===== config.mk =====
export PLATFORM = sky130hd
export DESIGN_NAME = sort4_ctrl
export DESIGN_NICKNAME = d
export VERILOG_FILES = /design/src/rtl/sort4_ctrl.sv
export SDC_FILE = /design/constraint.sdc
export NUM_CORES = 1
export LEC_CHECK = 0
export ABC_AREA = 1
export CAP_MARGIN = 20
export CELL_PAD_IN_SITES_DETAIL_PLACEMENT = 0
export CELL_PAD_IN_SITES_GLOBAL_PLACEMENT = 1
export CORE_ASPECT_RATIO = 1.2
export CORE_UTILIZATION = 40
export DETAILED_ROUTE_END_ITERATION = 10
export PLACE_DENSITY_LB_ADDON = 0.3
export RECOVER_POWER = 25
export SYNTH_ARGS = -nofsm -noshare
export SYNTH_HDL_FRONTEND = slang
export SYNTH_SLANG_ARGS = --single-unit

===== constraint.sdc =====
create_clock -name clk -period 2.3 [get_ports clk]
set_clock_uncertainty 0.05 [all_clocks]
set_input_delay 0.46 -clock clk [delete_from_list [all_inputs] [get_ports clk]]
set_output_delay 0.46 -clock clk [all_outputs]
set_load 0.02 [all_outputs]

===== src/rtl/sort4_ctrl.sv =====
// Loads DEPTH words, bubble-sorts them in place through an external comparator, and streams them out in ascending order.
// Latency: the first output is passes*(DEPTH-1) cycles after the last input beat, where passes is between 1 and DEPTH.
// Backpressure: in_ready is high only in LOAD and out_valid only in UNLOAD; a stalled output holds its data and last flag.
module sort4_ctrl #(
  parameter int DEPTH = 4,
  parameter int W     = 4
) (
  input  logic         clk,
  input  logic         reset_n,
  input  logic         in_valid,
  output logic         in_ready,
  input  logic [W-1:0] in_data,
  output logic [W-1:0] cmp_a,
  output logic [W-1:0] cmp_b,
  input  logic         cmp_gt,
  output logic         out_valid,
  input  logic         out_ready,
  output logic [W-1:0] out_data,
  output logic         out_last,
  output logic         busy,
  output logic [7:0]   swap_count
);

  localparam int IW = $clog2(DEPTH);
  localparam logic [IW-1:0] LAST_IDX = IW'(DEPTH - 1);
  localparam logic [IW-1:0] PASS_END = IW'(DEPTH - 2);

  typedef enum logic [1:0] {
    ST_LOAD   = 2'd0,
    ST_SORT   = 2'd1,
    ST_UNLOAD = 2'd2
  } state_e;

  state_e          state_q, state_d;
  logic [W-1:0]    mem_q [DEPTH];
  logic [W-1:0]    mem_d [DEPTH];
  logic [IW-1:0]   wr_idx_q, wr_idx_d;
  logic [IW-1:0]   rd_idx_q, rd_idx_d;
  logic [IW-1:0]   i_q, i_d;
  logic            swapped_q, swapped_d;
  logic [7:0]      swap_cnt_q, swap_cnt_d;

  // Neighbour of the current compare position; i never exceeds DEPTH-2 so this stays in range.
  logic [IW-1:0]   i_nx;
  assign i_nx = i_q + IW'(1);

  // Handshake qualifiers, derived from state so they never depend on the partner's valid/ready.
  logic in_fire, out_fire, load_done, pass_end, pass_swapped, unload_done;
  assign in_fire      = (state_q == ST_LOAD) && in_valid;
  assign out_fire     = (state_q == ST_UNLOAD) && out_ready;
  assign load_done    = in_fire && (wr_idx_q == LAST_IDX);
  assign pass_end     = (state_q == ST_SORT) && (i_q == PASS_END);
  // A swap in the last compare of a pass still counts towards that pass.
  assign pass_swapped = swapped_q || cmp_gt;
  assign unload_done  = out_fire && (rd_idx_q == LAST_IDX);

  // State and datapath registers; reset aborts any batch and clears storage.
  always_ff @(posedge clk or negedge reset_n) begin
    if (!reset_n) begin
      state_q    <= ST_LOAD;
      wr_idx_q   <= '0;
      rd_idx_q   <= '0;
      i_q        <= '0;
      swapped_q  <= 1'b0;
      swap_cnt_q <= '0;
      for (int k = 0; k < DEPTH; k++) begin
        mem_q[k] <= '0;
      end
    end else begin
      state_q    <= state_d;
      wr_idx_q   <= wr_idx_d;
      rd_idx_q   <= rd_idx_d;
      i_q        <= i_d;
      swapped_q  <= swapped_d;
      swap_cnt_q <= swap_cnt_d;
      for (int k = 0; k < DEPTH; k++) begin
        mem_q[k] <= mem_d[k];
      end
    end
  end

  // Next-state logic for the LOAD -> SORT -> UNLOAD sequence.
  always_comb begin
    state_d = state_q;
    unique case (state_q)
      ST_LOAD: begin
        if (load_done) begin
          state_d = ST_SORT;
        end
      end
      ST_SORT: begin
        if (pass_end && !pass_swapped) begin
          state_d = ST_UNLOAD;
        end
      end
      ST_UNLOAD: begin
        if (unload_done) begin
          state_d = ST_LOAD;
        end
      end
      default: begin
        state_d = ST_LOAD;
      end
    endcase
  end

  // Datapath next values: word capture, compare-and-swap with pass tracking, read pointer advance.
  always_comb begin
    mem_d      = mem_q;
    wr_idx_d   = wr_idx_q;
    rd_idx_d   = rd_idx_q;
    i_d        = i_q;
    swapped_d  = swapped_q;
    swap_cnt_d = swap_cnt_q;
    unique case (state_q)
      ST_LOAD: begin
        if (in_fire) begin
          mem_d[wr_idx_q] = in_data;
          if (load_done) begin
            // Arm the sorter: fresh pass from the bottom with a clean swap history.
            wr_idx_d   = '0;
            i_d        = '0;
            swapped_d  = 1'b0;
            swap_cnt_d = '0;
          end else begin
            wr_idx_d = wr_idx_q + IW'(1);
          end
        end
      end
      ST_SORT: begin
        // Strict greater-than: equal neighbours stay put, keeping the sort stable.
        if (cmp_gt) begin
          mem_d[i_q]  = mem_q[i_nx];
          mem_d[i_nx] = mem_q[i_q];
          swapped_d   = 1'b1;
          if (swap_cnt_q != 8'hFF) begin
            swap_cnt_d = swap_cnt_q + 8'd1;
          end
        end
        if (pass_end) begin
          if (pass_swapped) begin
            swapped_d = 1'b0;
            i_d       = '0;
          end else begin
            rd_idx_d = '0;
          end
        end else begin
          i_d = i_nx;
        end
      end
      ST_UNLOAD: begin
        if (out_fire) begin
          if (unload_done) begin
            rd_idx_d = '0;
            wr_idx_d = '0;
          end else begin
            rd_idx_d = rd_idx_q + IW'(1);
          end
        end
      end
      default: begin
        wr_idx_d = '0;
      end
    endcase
  end

  // Moore outputs decoded from the registered state and storage only.
  always_comb begin
    in_ready   = 1'b0;
    out_valid  = 1'b0;
    busy       = 1'b0;
    out_data   = '0;
    out_last   = 1'b0;
    // Idle operand selection is fixed so the comparator inputs stay quiet outside SORT.
    cmp_a      = mem_q[0];
    cmp_b      = mem_q[1];
    swap_count = swap_cnt_q;
    unique case (state_q)
      ST_LOAD: begin
        in_ready = 1'b1;
      end
      ST_SORT: begin
        busy  = 1'b1;
        cmp_a = mem_q[i_q];
        cmp_b = mem_q[i_nx];
      end
      ST_UNLOAD: begin
        busy      = 1'b1;
        out_valid = 1'b1;
        out_data  = mem_q[rd_idx_q];
        out_last  = (rd_idx_q == LAST_IDX);
      end
      default: begin
        in_ready = 1'b0;
      end
    endcase
  end

endmodule


After elaboration in Yosys (flattened, before gate mapping)
Index checks and enable logic that the tools add are counted.
{"block": "word_totals", "ram_bits": 0, "reg_bits": 33, "output_inout_bits": 24, "rom_bits": 0, "mem_count": 0, "latchBits": 0}
{"block": "classes", "mul": 0, "shift": 0, "n_lt_le_gt_ge": 7, "mux": 57, "n_addsub": 4, "n_eq_ne": 16, "reduce_logical": 22, "div": 0, "bitwise": 5}
{"cell": "$bwmux W16", "n": 3}
{"cell": "$mux W4", "n": 12}
{"cell": "$mux W16", "n": 2}
{"cell": "$mux W8", "n": 4}
{"cell": "$pmux W16 S2", "n": 1}
{"cell": "$mux W2", "n": 14}
{"cell": "$bmux W4 S2", "n": 3}
{"cell": "$demux W4 S2", "n": 3}
{"cell": "$pmux W8 S2", "n": 1}
{"cell": "$ne A2 B2 Y1 const B", "n": 7}
{"cell": "$ge A3 B3 Y1 const B", "n": 4}
{"cell": "$not A2 Y3", "n": 4}
{"cell": "$pmux W2 S3", "n": 2}
{"cell": "$reduce_and A4 Y1", "n": 3}
{"cell": "$logic_and A1 B1 Y1", "n": 9}
{"cell": "$lt A3 B1 Y1 const B", "n": 3}
{"cell": "$mux W1", "n": 9}
{"cell": "$reduce_and A3 Y1", "n": 3}
{"cell": "$add A8 B1 Y8 const B", "n": 1}
{"cell": "$eq A2 B2 Y1 const B", "n": 4}
{"cell": "$ne A8 B8 Y1 const B", "n": 1}
{"cell": "$pmux W2 S2", "n": 2}
{"cell": "$add A2 B1 Y2 const B", "n": 3}
{"cell": "$reduce_and A5 Y1", "n": 1}
{"cell": "other kinds (10)", "n": 12}

Logic depth before layout (Yosys ltp)
Gate-level depths: netlist of run 1.
{"block": "logic_depth", "depth_word": 9, "depth_mapped": 11}

Worst setup path after synthesis of run 1
No wires, ideal clock.
{"block": "synth_path", "path_type": "register -> output", "startpoint": "register i_q[0]", "endpoint": "output port cmp_b[0]", "stages_incl_launch_ff": 9, "slack_ns": 0.130, "t_arrival_ns": 1.660, "path_cell_list": "dfrtp_1 > buf_6 > inv_8 > buf_8 > ha_1 > inv_1 > nand3_1 > nand3_1 > o21ai_0"}
{"block": "synth_between", "elab_chain_cells": 6}
{"item": "from (decl)", "line": "39", "text": "logic [IW-1:0] i_q, i_d;"}
{"item": "from (signal assigned)", "line": "73", "text": "i_q <= i_d;"}
{"item": "$add A2 B1 Y2", "line": "45", "text": "assign i_nx = i_q + IW'(1);"}
{"item": "$not A2 Y3 (not written as such)", "line": "185", "text": "cmp_b = mem_q[i_nx];"}
{"item": "$bmux W4 S2", "line": "185"}
{"item": "$mux W4 (not written as such) (2 in series)", "line": "185"}
{"item": "$mux W4", "line": "178", "text": "unique case (state_q)"}
{"item": "to (decl)", "line": "14", "text": "output logic [W-1:0] cmp_b,"}
No other way between the ends. The select of a mux whose other input is x is not followed.

Worst setup path in the final report of run 1
{"block": "layout_path", "startpoint": "register i_q[0]", "endpoint": "output port cmp_a[0]"}
{"block": "layout_between", "elab_chain_cells": 5}
{"item": "$not A2 Y3 (not written as such)", "line": "184", "text": "cmp_a = mem_q[i_q];"}
{"item": "$bmux W4 S2", "line": "184"}
{"item": "$mux W4 (not written as such) (2 in series)", "line": "184"}
{"item": "$mux W4", "line": "178"}
{"item": "to (decl)", "line": "13", "text": "output logic [W-1:0] cmp_a,"}
No other way between the ends. The select of a mux whose other input is x is not followed.

==> impl_metrics.py, run 1 <==
metrics = {
    "grt": {
        "grt_pass1_wl_um": 13900,
        "grt_max_degree": 34,
        "overflow": 0,
        "grt_pass1_vias": 2887,
        "globalRouteTotalUtil_pct": 24.1,
        "antenna_found_initial": 0,
    },
    "yosys": {
        "yosys.cell_types.count": 30,
        "yosys_warnings": 0,
        "syn-num-nets": 465,
        "synth-seq-cells": 33,
        "avgSynthCellArea_um2": 6.58,
        "syn_area_um2": 2880,
        "synth_cells": 437,
        "ys_seq_area_share_pct": 28.7,
    },
    "drt": {
        "drt_iter0_drc": 135,
        "wl_um": 8360,
        "wl_per_cell_um": 14.4,
        "vias": 3031,
        "antenna_left": 0,
        "route.detailed.drc": 0,
        "drtPass1Iterations": 4,
        "vias_per_cell": 5.23,
    },
    "cts": {
        "cts_inserted_buffers": 5,
        "clockBufferDepth": 2,
        "tritoncts": "yes",
        "ctsRootBufferMaster": "clkbuf_8",
        "clk_latency_ps": 290,
        "cts_setup_buffers": 0,
        "clock_sinks": 33,
        "htree_levels": 2,
        "path_clk_slew_ps": 70,
    },
    "critical_path": {
        "worstSetupEndpointType": "output port",
        "criticalPathCategory": "reg -> out",
        "critPathRequiredTime_ps": 1790,
        "cp_cell_sequence": "inv_8, buf_4, nand2_1, nand3_1, nand3_1, nand2_1, dlygate4sd2_1",
        "worstPathArrival_ps": 1720,
        "critPathMaxFanout": 20,
        "r2r_slack_ps": 310,
        "slowest_stage": "dfrtp_2",
        "cp-start-kind": "flop",
        "slowest_delay_ps": 450,
    },
    "run_status": {
        "status": "complete, no violations",
    },
    "layout": {
        "syn2layout_area_growth_pct": 21.4,
        "post-route-util_pct": 50.6,
        "nNetsFinal": 520,
        "diodes": 0,
        "drive_above_1_share_pct": 15.4,
        "layout.cells.non_filler": 580,
        "final_cell_mix": "nand2_1, nand3_1, nor2_1",
        "design_area_um2": 3490,
        "final_common_cell": "nand2_1",
    },
    "die": {
        "die_area_um2": 7530,
        "initial_core_util_pct": 41.7,
        "core_um2": 6900,
        "rows": 33,
        "die_w_um": 79.4,
        "die_h_um": 94.9,
        "ios": 33,
    },
    "power": {
        "ir_worst_vdd_mv": 0.778,
        "leakage_nw": 1.76,
        "p_per_area_nw_per_um2": 1610,
    },
    "sta": {
        "relSlewSlack_pct": 41.3,
        "tightest_slew_ps": 881,
        "setup_slack_ps": 72.4,
        "fmax_mhz": 449,
        "fin_crit_sh_pct": 96.9,
        "hold_viol": 0,
        "finalSetupViolations": 0,
        "drv_slew": 0,
        "rsz0062_at_grt": "no",
        "min_period_ps": 2230,
    },
    "place": {
        "place_congestion": 0.878,
        "port_buffers": 32,
        "placedInstanceArea_um2": 3440,
        "place_inst": 572,
        "dp_hpwl_um": 6440,
        "pre_cts_ws_ps": -20.2,
    },
    "run": {
        "drv_cap": 0,
    },
    "hold_path": {
        "min_path_type": "reg -> reg",
    },
}
## per-stage QoR
step	hold WS (ps)	TNS (ps)	power [mW]
6_report	482	0	5.61
2_1_floorplan	114	0	3.81
4_1_cts	480	-29.2	5.67
3_5_place_dp	458	-20.2	5.30
5_1_grt	493	0	6.17
3_3_place_gp	441	0	5.26
## sequential cells by signal, summed over array words and instances (netlist names)
signal,flops
swap_count,8
i_q,2
rd_idx_q,2
wr_idx_q,2
state_q,2
mem_q,16
swapped_q,1
## per-layer routing
layer,routed length (um),track usage [%],share of wire (%),vias to the layer above
li1,-,-,-,1526
met1,3660,29.2,44,1421
met2,4160,42.7,50,64
met3,244,2.71,2.9,20
met4,295,10.5,3.5,0
met5,0,0,0,-
## repair_timing
item / in CTS / in global routing
endpoints found under the setup margin: 13 / 7
resized for setup: 24 / 10
hold buffers: 0 / 0
## where the power goes
part	leakage [nW]	switching, mW	total, mW	internal (mW)
combinational	1.32	2.51	4.03	1.52
sequential	0.406	0.312	1.14	0.826
clock	0.0395	0.221	0.436	0.215
## cells by family after synthesis
family                   synth area share [%]
AND/OR/NAND/NOR                          41.2
AO/OA/AOI/OAI                            13.1
buffers and inverters                    8.66
flip-flops                               28.7
adder cells (fa/ha/maj)                  8.27
## cell usage after synthesis, drive strengths merged
library cell / instances / area [um^2]
o22ai: 1 / 6.26
nand3: 72 / 380
o21bai: 2 / 15.0
or2: 3 / 18.8
clkinv: 1 / 3.75
nand4: 1 / 12.5
o21ai: 27 / 135
nor3: 1 / 5.00
inv: 41 / 161
a21oi: 29 / 213
nor2: 68 / 270
nand3b: 3 / 22.5
nand2: 124 / 475
buf: 9 / 76.3
o41ai: 1 / 8.76
dfrtp: 33 / 826
clkbuf: 2 / 7.51
ha: 19 / 238
## layout make-up
class | instances | area, um^2
fillers | 737 | 3400
inverters | 42 | 165
repair buffers | 59 | 507
clock buffers | 8 | 80.1
flip-flops and latches | 33 | 830
multi-input cells | 351 | 1800
well taps | 87 | 109
## worst max-delay path: cells and delay by family, from the launching register on
kind / cells / cell delay (ps)
flip-flops: 1 / 450
buffers and inverters: 3 / 610
AND/OR/NAND/NOR: 4 / 370
## final timing paths
kind / from / to / depth (start not counted)
setup / recovery: i_q[0] / cmp_a[0] / 7
hold / removal: swapped_q / swapped_q / 2
setup reg to reg: state_q[1] / mem_q[7] / 10
hold reg to reg: swapped_q / swapped_q / 2
max in group asynchronous: reset_n / i_q[0] / 2
min in group asynchronous: reset_n / state_q[1] / 2
Note: power is estimated with default switching activity, not from simulation.
==> run 2: changes to the inputs <==
- CORE_ASPECT_RATIO: 1.2 -> unset
- CORE_MARGIN: unset -> 5
==> run 2 against run 1 <==
Effect of this change:
- sequential share of layout area is 0.49 points lower
- largest cell class unchanged
- critical path depth is the same
- worst hold slack got worse by 9.6 ps
==> impl_metrics.py, run 2 (same netlist as run 1, synthesis figures left out) <==
metrics = {
    "grt": {
        "grt_pass1_wl_um": 14200,
        "grt_pass1_vias": 2896,
        "globalRouteTotalUtil_pct": 20.4,
        "grt_max_degree": 34,
        "antenna_found_initial": 0,
        "overflow": 0,
    },
    "drt": {
        "wl_um": 8460,
        "route.detailed.drc": 0,
        "vias": 3012,
        "drtPass1Iterations": 5,
        "vias_per_cell": 5.08,
        "drt_iter0_drc": 169,
        "antenna_left": 0,
        "wl_per_cell_um": 14.3,
    },
    "place": {
        "placedInstanceArea_um2": 3460,
        "dp_hpwl_um": 6630,
        "pre_cts_ws_ps": -77.1,
        "port_buffers": 32,
        "place_congestion": 0.892,
    },
    "sta": {
        "tightest_slew_ps": 891,
        "fin_crit_sh_pct": 96.7,
        "timing.hold.ws_ps": 472,
        "setup_slack_ps": 76.0,
        "relSlewSlack_pct": 40.6,
        "min_period_ps": 2220,
        "fmax_mhz": 450,
        "rsz0062_at_grt": "yes",
        "hold_viol": 0,
        "finalSetupViolations": 0,
        "drv_slew": 0,
    },
    "cts": {
        "cts_inserted_buffers": 5,
        "cts_hold_buf": 0,
        "ctsRootBufferMaster": "clkbuf_8",
        "tritoncts": "yes",
        "htree_levels": 2,
        "path_clk_slew_ps": 70,
        "post_cts_resized": 23,
        "cts_setup_buffers": 0,
        "clockBufferDepth": 2,
        "clk_latency_ps": 290,
        "clock_sinks": 33,
    },
    "layout": {
        "regMostFlops": "mem_q",
        "design_area_um2": 3560,
        "n_fill_cell": 760,
        "largest_reg_flops": 16,
        "diodes": 0,
        "final_common_cell": "nand2_1",
        "syn2layout_area_growth_pct": 23.8,
        "nNetsFinal": 521,
        "drive_above_1_share_pct": 16.0,
        "final_cell_mix": "nand2_1, nand3_1, nor2_1",
    },
    "die": {
        "ios": 33,
        "die_area_um2": 8980,
        "die_h_um": 94.8,
        "initial_core_util_pct": 40.3,
        "core_um2": 7140,
        "die_w_um": 94.8,
        "rows": 31,
    },
    "power": {
        "ir_worst_vdd_mv": 0.706,
        "p_sw_share_pct": 53.6,
        "clock_power_share_pct": 8.9,
        "switchingPower_mw": 3.07,
        "p_per_area_nw_per_um2": 1610,
        "power_frac_seq_pct": 19.5,
        "p_int_mw": 2.66,
        "power_frac_comb_pct": 71.6,
        "leakage_nw": 1.79,
    },
    "critical_path": {
        "reg2reg_to": "mem_q[6]",
        "rr_startpoint": "state_q[1]",
        "worstPathArrival_ps": 1710,
        "critPathRequiredTime_ps": 1790,
        "rr_worst_depth": 10,
        "critPathMaxFanout": 5,
        "r2r_slack_ps": 400,
        "worstSetupEndpointType": "output port",
        "criticalPathCategory": "reg -> out",
        "cp-start-kind": "flop",
    },
    "hold_path": {
        "min_path_type": "reg -> reg",
        "worstHoldStart": "swapped_q",
        "hold_depth": 2,
        "whs_endpoint": "swapped_q",
    },
    "run": {
        "drv_cap": 0,
    },
    "run_status": {
        "status": "complete, no violations",
    },
}
-- run 2: cell types whose count changed in the layout (fill, tap and decap cells not counted), sizes merged --
cell | before | now
clkdlybuf4s15 | 0 | 3
clkdlybuf4s50 | 16 | 15
dlygate4sd2 | 8 | 7
dlymetal6s2s | 2 | 3
buf | 27 | 28
clkinv | 1 | 2
clkbuf | 13 | 10
-- run 2: worst max path at each step --
stage / cells after the start / endpoint / from
floorplan: 8 / cmp_b[0] / i_q[0]
finish: 7 / cmp_b[3] / i_q[0]
global route: 7 / cmp_b[3] / i_q[0]
global placement: 7 / cmp_b[3] / i_q[0]
CTS: 4 / in_ready / state_q[1]
detailed placement: 7 / cmp_b[0] / i_q[0]
-- run 2: worst max-delay path, cell delays in order, from the launching register on --
cell             delay (ps)
dfrtp_2                 450
inv_8                    60
ha_2                    300
inv_2                   110
nand3_1                 100
nand3_1                 100
nand2_1                  50
clkdlybuf4s15_2         250
-- run 2: per-layer routing --
layer / global-route usage (%) / routed length (um) / up-vias
met2: 35.3 / 4160 / 70
met3: 2.79 / 339 / 16
met1: 25.8 / 3740 / 1393
li1: - / - / 1533
met4: 7.45 / 217 / 0
met5: 0 / 0 / -
-- run 2: metrics by stage --
stage	power, mW	cells	setup TNS (ps)	util (%)
finish	5.73	593	0	49.9
global route	6.29	593	-67.3	49.9
CTS	5.78	593	0	49.9
detailed placement	5.33	585	-204	48.5
global placement	5.30	585	-97.4	48.5
floorplan	3.81	437	0	-
-- run 2: final cells by class --
| type | instances | area (um^2) | area share, % |
|---|---|---|---|
| inverters | 42 | 165 | 4.64 |
| clock buffers | 7 | 96.3 | 2.71 |
| well taps | 99 | 124 | 3.48 |
| flip-flops and latches | 33 | 828 | 23.3 |
| clock inverters | 1 | 5.00 | 0.141 |
| repair buffers | 60 | 533 | 15.0 |
| multi-input cells | 351 | 1810 | 50.8 |
-- run 2: power groups by stage --
stage | combinational, mW | sequential, mW | clock, mW
final | 4.10 | 1.12 | 0.508
after global routing | 4.59 | 1.15 | 0.540
after CTS | 4.14 | 1.12 | 0.518
after detailed placement | 4.21 | 1.13 | 0
after global placement | 4.17 | 1.13 | 0
after floorplan | 2.78 | 1.04 | 0
==> run 3: changes to the inputs <==
- TNS_END_PERCENT: unset -> 30
- clock period: 2.3 -> 2.6 ns (I/O delays scaled with it)
==> run 3 against run 2 <==
Effect of this change:
- critical path depth did not move
- sequential power fell by 11%
- worst setup slack better by 94 ps
- via count decreased by 2.5%
- flip-flop and latch count unchanged
==> impl_metrics.py, run 3 (same netlist as run 1, synthesis figures left out) <==
metrics = {
    "run_status": {
        "status": "complete, no violations",
    },
    "layout": {
        "syn2layout_area_growth_pct": 19.2,
        "layout.cells.non_filler": 578,
        "drive_above_1_share_pct": 11.7,
        "diodes": 0,
        "final_cell_mix": "nand2_1, nand3_1, nor2_1",
        "nNetsFinal": 507,
        "final_common_cell": "nand2_1",
        "design_area_um2": 3430,
        "largest_reg_flops": 16,
        "multi_input_comb_area_um2": 1810,
        "regMostFlops": "mem_q",
        "n_fill_cell": 763,
        "seq_area_um2": 827,
    },
    "place": {
        "place_inst": 571,
        "placedInstanceArea_um2": 3350,
        "dp_hpwl_um": 6440,
        "port_buffers": 32,
        "place_congestion": 0.958,
    },
    "cts": {
        "post_cts_resized": 14,
        "cts_inserted_buffers": 5,
        "ctsRootBufferMaster": "clkbuf_8",
        "clock_sinks": 33,
        "cts_hold_buf": 0,
        "clockBufferDepth": 2,
        "clk_latency_ps": 290,
        "htree_levels": 2,
        "path_clk_slew_ps": 70,
        "cts_setup_buffers": 0,
        "tritoncts": "yes",
    },
    "critical_path": {
        "worstSetupEndpointType": "output port",
        "worstPathArrival_ps": 1860,
        "cp-start-kind": "flop",
        "rr_worst_depth": 8,
        "critPathMaxFanout": 5,
        "criticalPathCategory": "reg -> out",
        "critPathRequiredTime_ps": 2030,
    },
    "power": {
        "leakage_nw": 1.69,
        "power_frac_comb_pct": 70.8,
        "p_sw_share_pct": 55.1,
        "clock_power_share_pct": 8.4,
        "p_int_mw": 2.16,
        "power_frac_seq_pct": 20.7,
        "ir_worst_vdd_mv": 0.673,
        "switchingPower_mw": 2.65,
        "p_per_area_nw_per_um2": 1410,
    },
    "drt": {
        "drtPass1Iterations": 5,
        "vias": 2936,
        "drt_iter0_drc": 137,
        "vias_per_cell": 5.08,
        "antenna_left": 0,
        "wl_per_cell_um": 14.4,
        "route.detailed.drc": 0,
        "wl_um": 8340,
    },
    "die": {
        "die_h_um": 94.8,
        "core_um2": 7140,
        "die_area_um2": 8980,
        "die_w_um": 94.8,
        "initial_core_util_pct": 40.3,
        "rows": 31,
        "ios": 33,
    },
    "sta": {
        "finalSetupViolations": 0,
        "fin_crit_sh_pct": 93.5,
        "min_period_ps": 2430,
        "rsz0062_at_grt": "no",
        "setup_tns_ps": 0,
        "timing.hold.ws_ps": 488,
        "hold_viol": 0,
        "tightest_slew_ps": 918,
        "fmax_mhz": 412,
        "drv_slew": 0,
        "relSlewSlack_pct": 38.8,
    },
    "grt": {
        "grt_pass1_wl_um": 13700,
        "grt_pass1_vias": 2810,
        "antenna_found_initial": 0,
        "globalRouteTotalUtil_pct": 19.6,
        "overflow": 0,
        "grt_max_degree": 34,
    },
    "run": {
        "drv_cap": 0,
    },
    "hold_path": {
        "min_path_type": "reg -> reg",
        "hold_depth": 2,
    },
}
run 3: cell types whose count changed in the layout (fill, tap and decap cells not counted), moves of 2 or more:
cell	delta
buf_4	-12
dlygate4sd2_1	+5
clkdlybuf4s50_1	+4
dlymetal6s2s_1	-3
buf_6	-2
clkbuf_2	-2
clkdlybuf4s15_1	-2
run 3: worst max-delay path, stage by stage (launching register included):
cell and delay [ps]:
dfrtp_2 420, inv_8 30, ha_1 360, inv_1 150
nand3_1 120, nand3_1 110, o21ai_0 70, dlygate4sd2_1 320
run 3: per-stage QoR:
step | worst slack, ps | total power, mW | util, %
floorplan | 370 | 3.37 | -
global placement | 204 | 4.49 | 47.0
detailed placement | 184 | 4.53 | 47.0
CTS | 168 | 4.85 | 48.1
global route | 29.7 | 5.29 | 48.0
finish | 170 | 4.82 | 48.0
run 3: layer usage:
layer | share of wire (%) | track usage (%) | wire length [um] | vias to the layer above
li1 | - | - | - | 1497
met1 | 45 | 24.8 | 3770 | 1346
met2 | 49 | 34.7 | 4120 | 81
met3 | 4.2 | 2.71 | 353 | 12
met4 | 1.1 | 4.93 | 93 | 0
met5 | 0 | 0 | 0 | -
run 3: worst paths after layout:
kind	to	from	slack, ps
min in group asynchronous	wr_idx_q[1]	reset_n	840
hold reg to reg	swapped_q	swapped_q	490
hold / removal	swapped_q	swapped_q	490
setup reg to reg	mem_q[9]	state_q[1]	630
max in group asynchronous	i_q[0]	reset_n	1030
setup / recovery	cmp_b[2]	i_q[0]	170
run 3: cell type report:
cell class | instances | area share, %
clock buffer | 7 | 2.52
multi-input combinational | 351 | 52.7
inverter | 42 | 4.82
tap | 99 | 3.61
timing repair buffer | 46 | 12.3
sequential | 33 | 24.1
run 3: power groups by stage:
stage                     Clock [mW]  Sequential, mW  Combinational, mW
after global placement             0            1.01               3.49
after global routing           0.433            1.03               3.82
after floorplan                    0           0.916               2.46
final                          0.407           0.998               3.41
after CTS                      0.419            1.00               3.43
after detailed placement           0            1.01               3.52
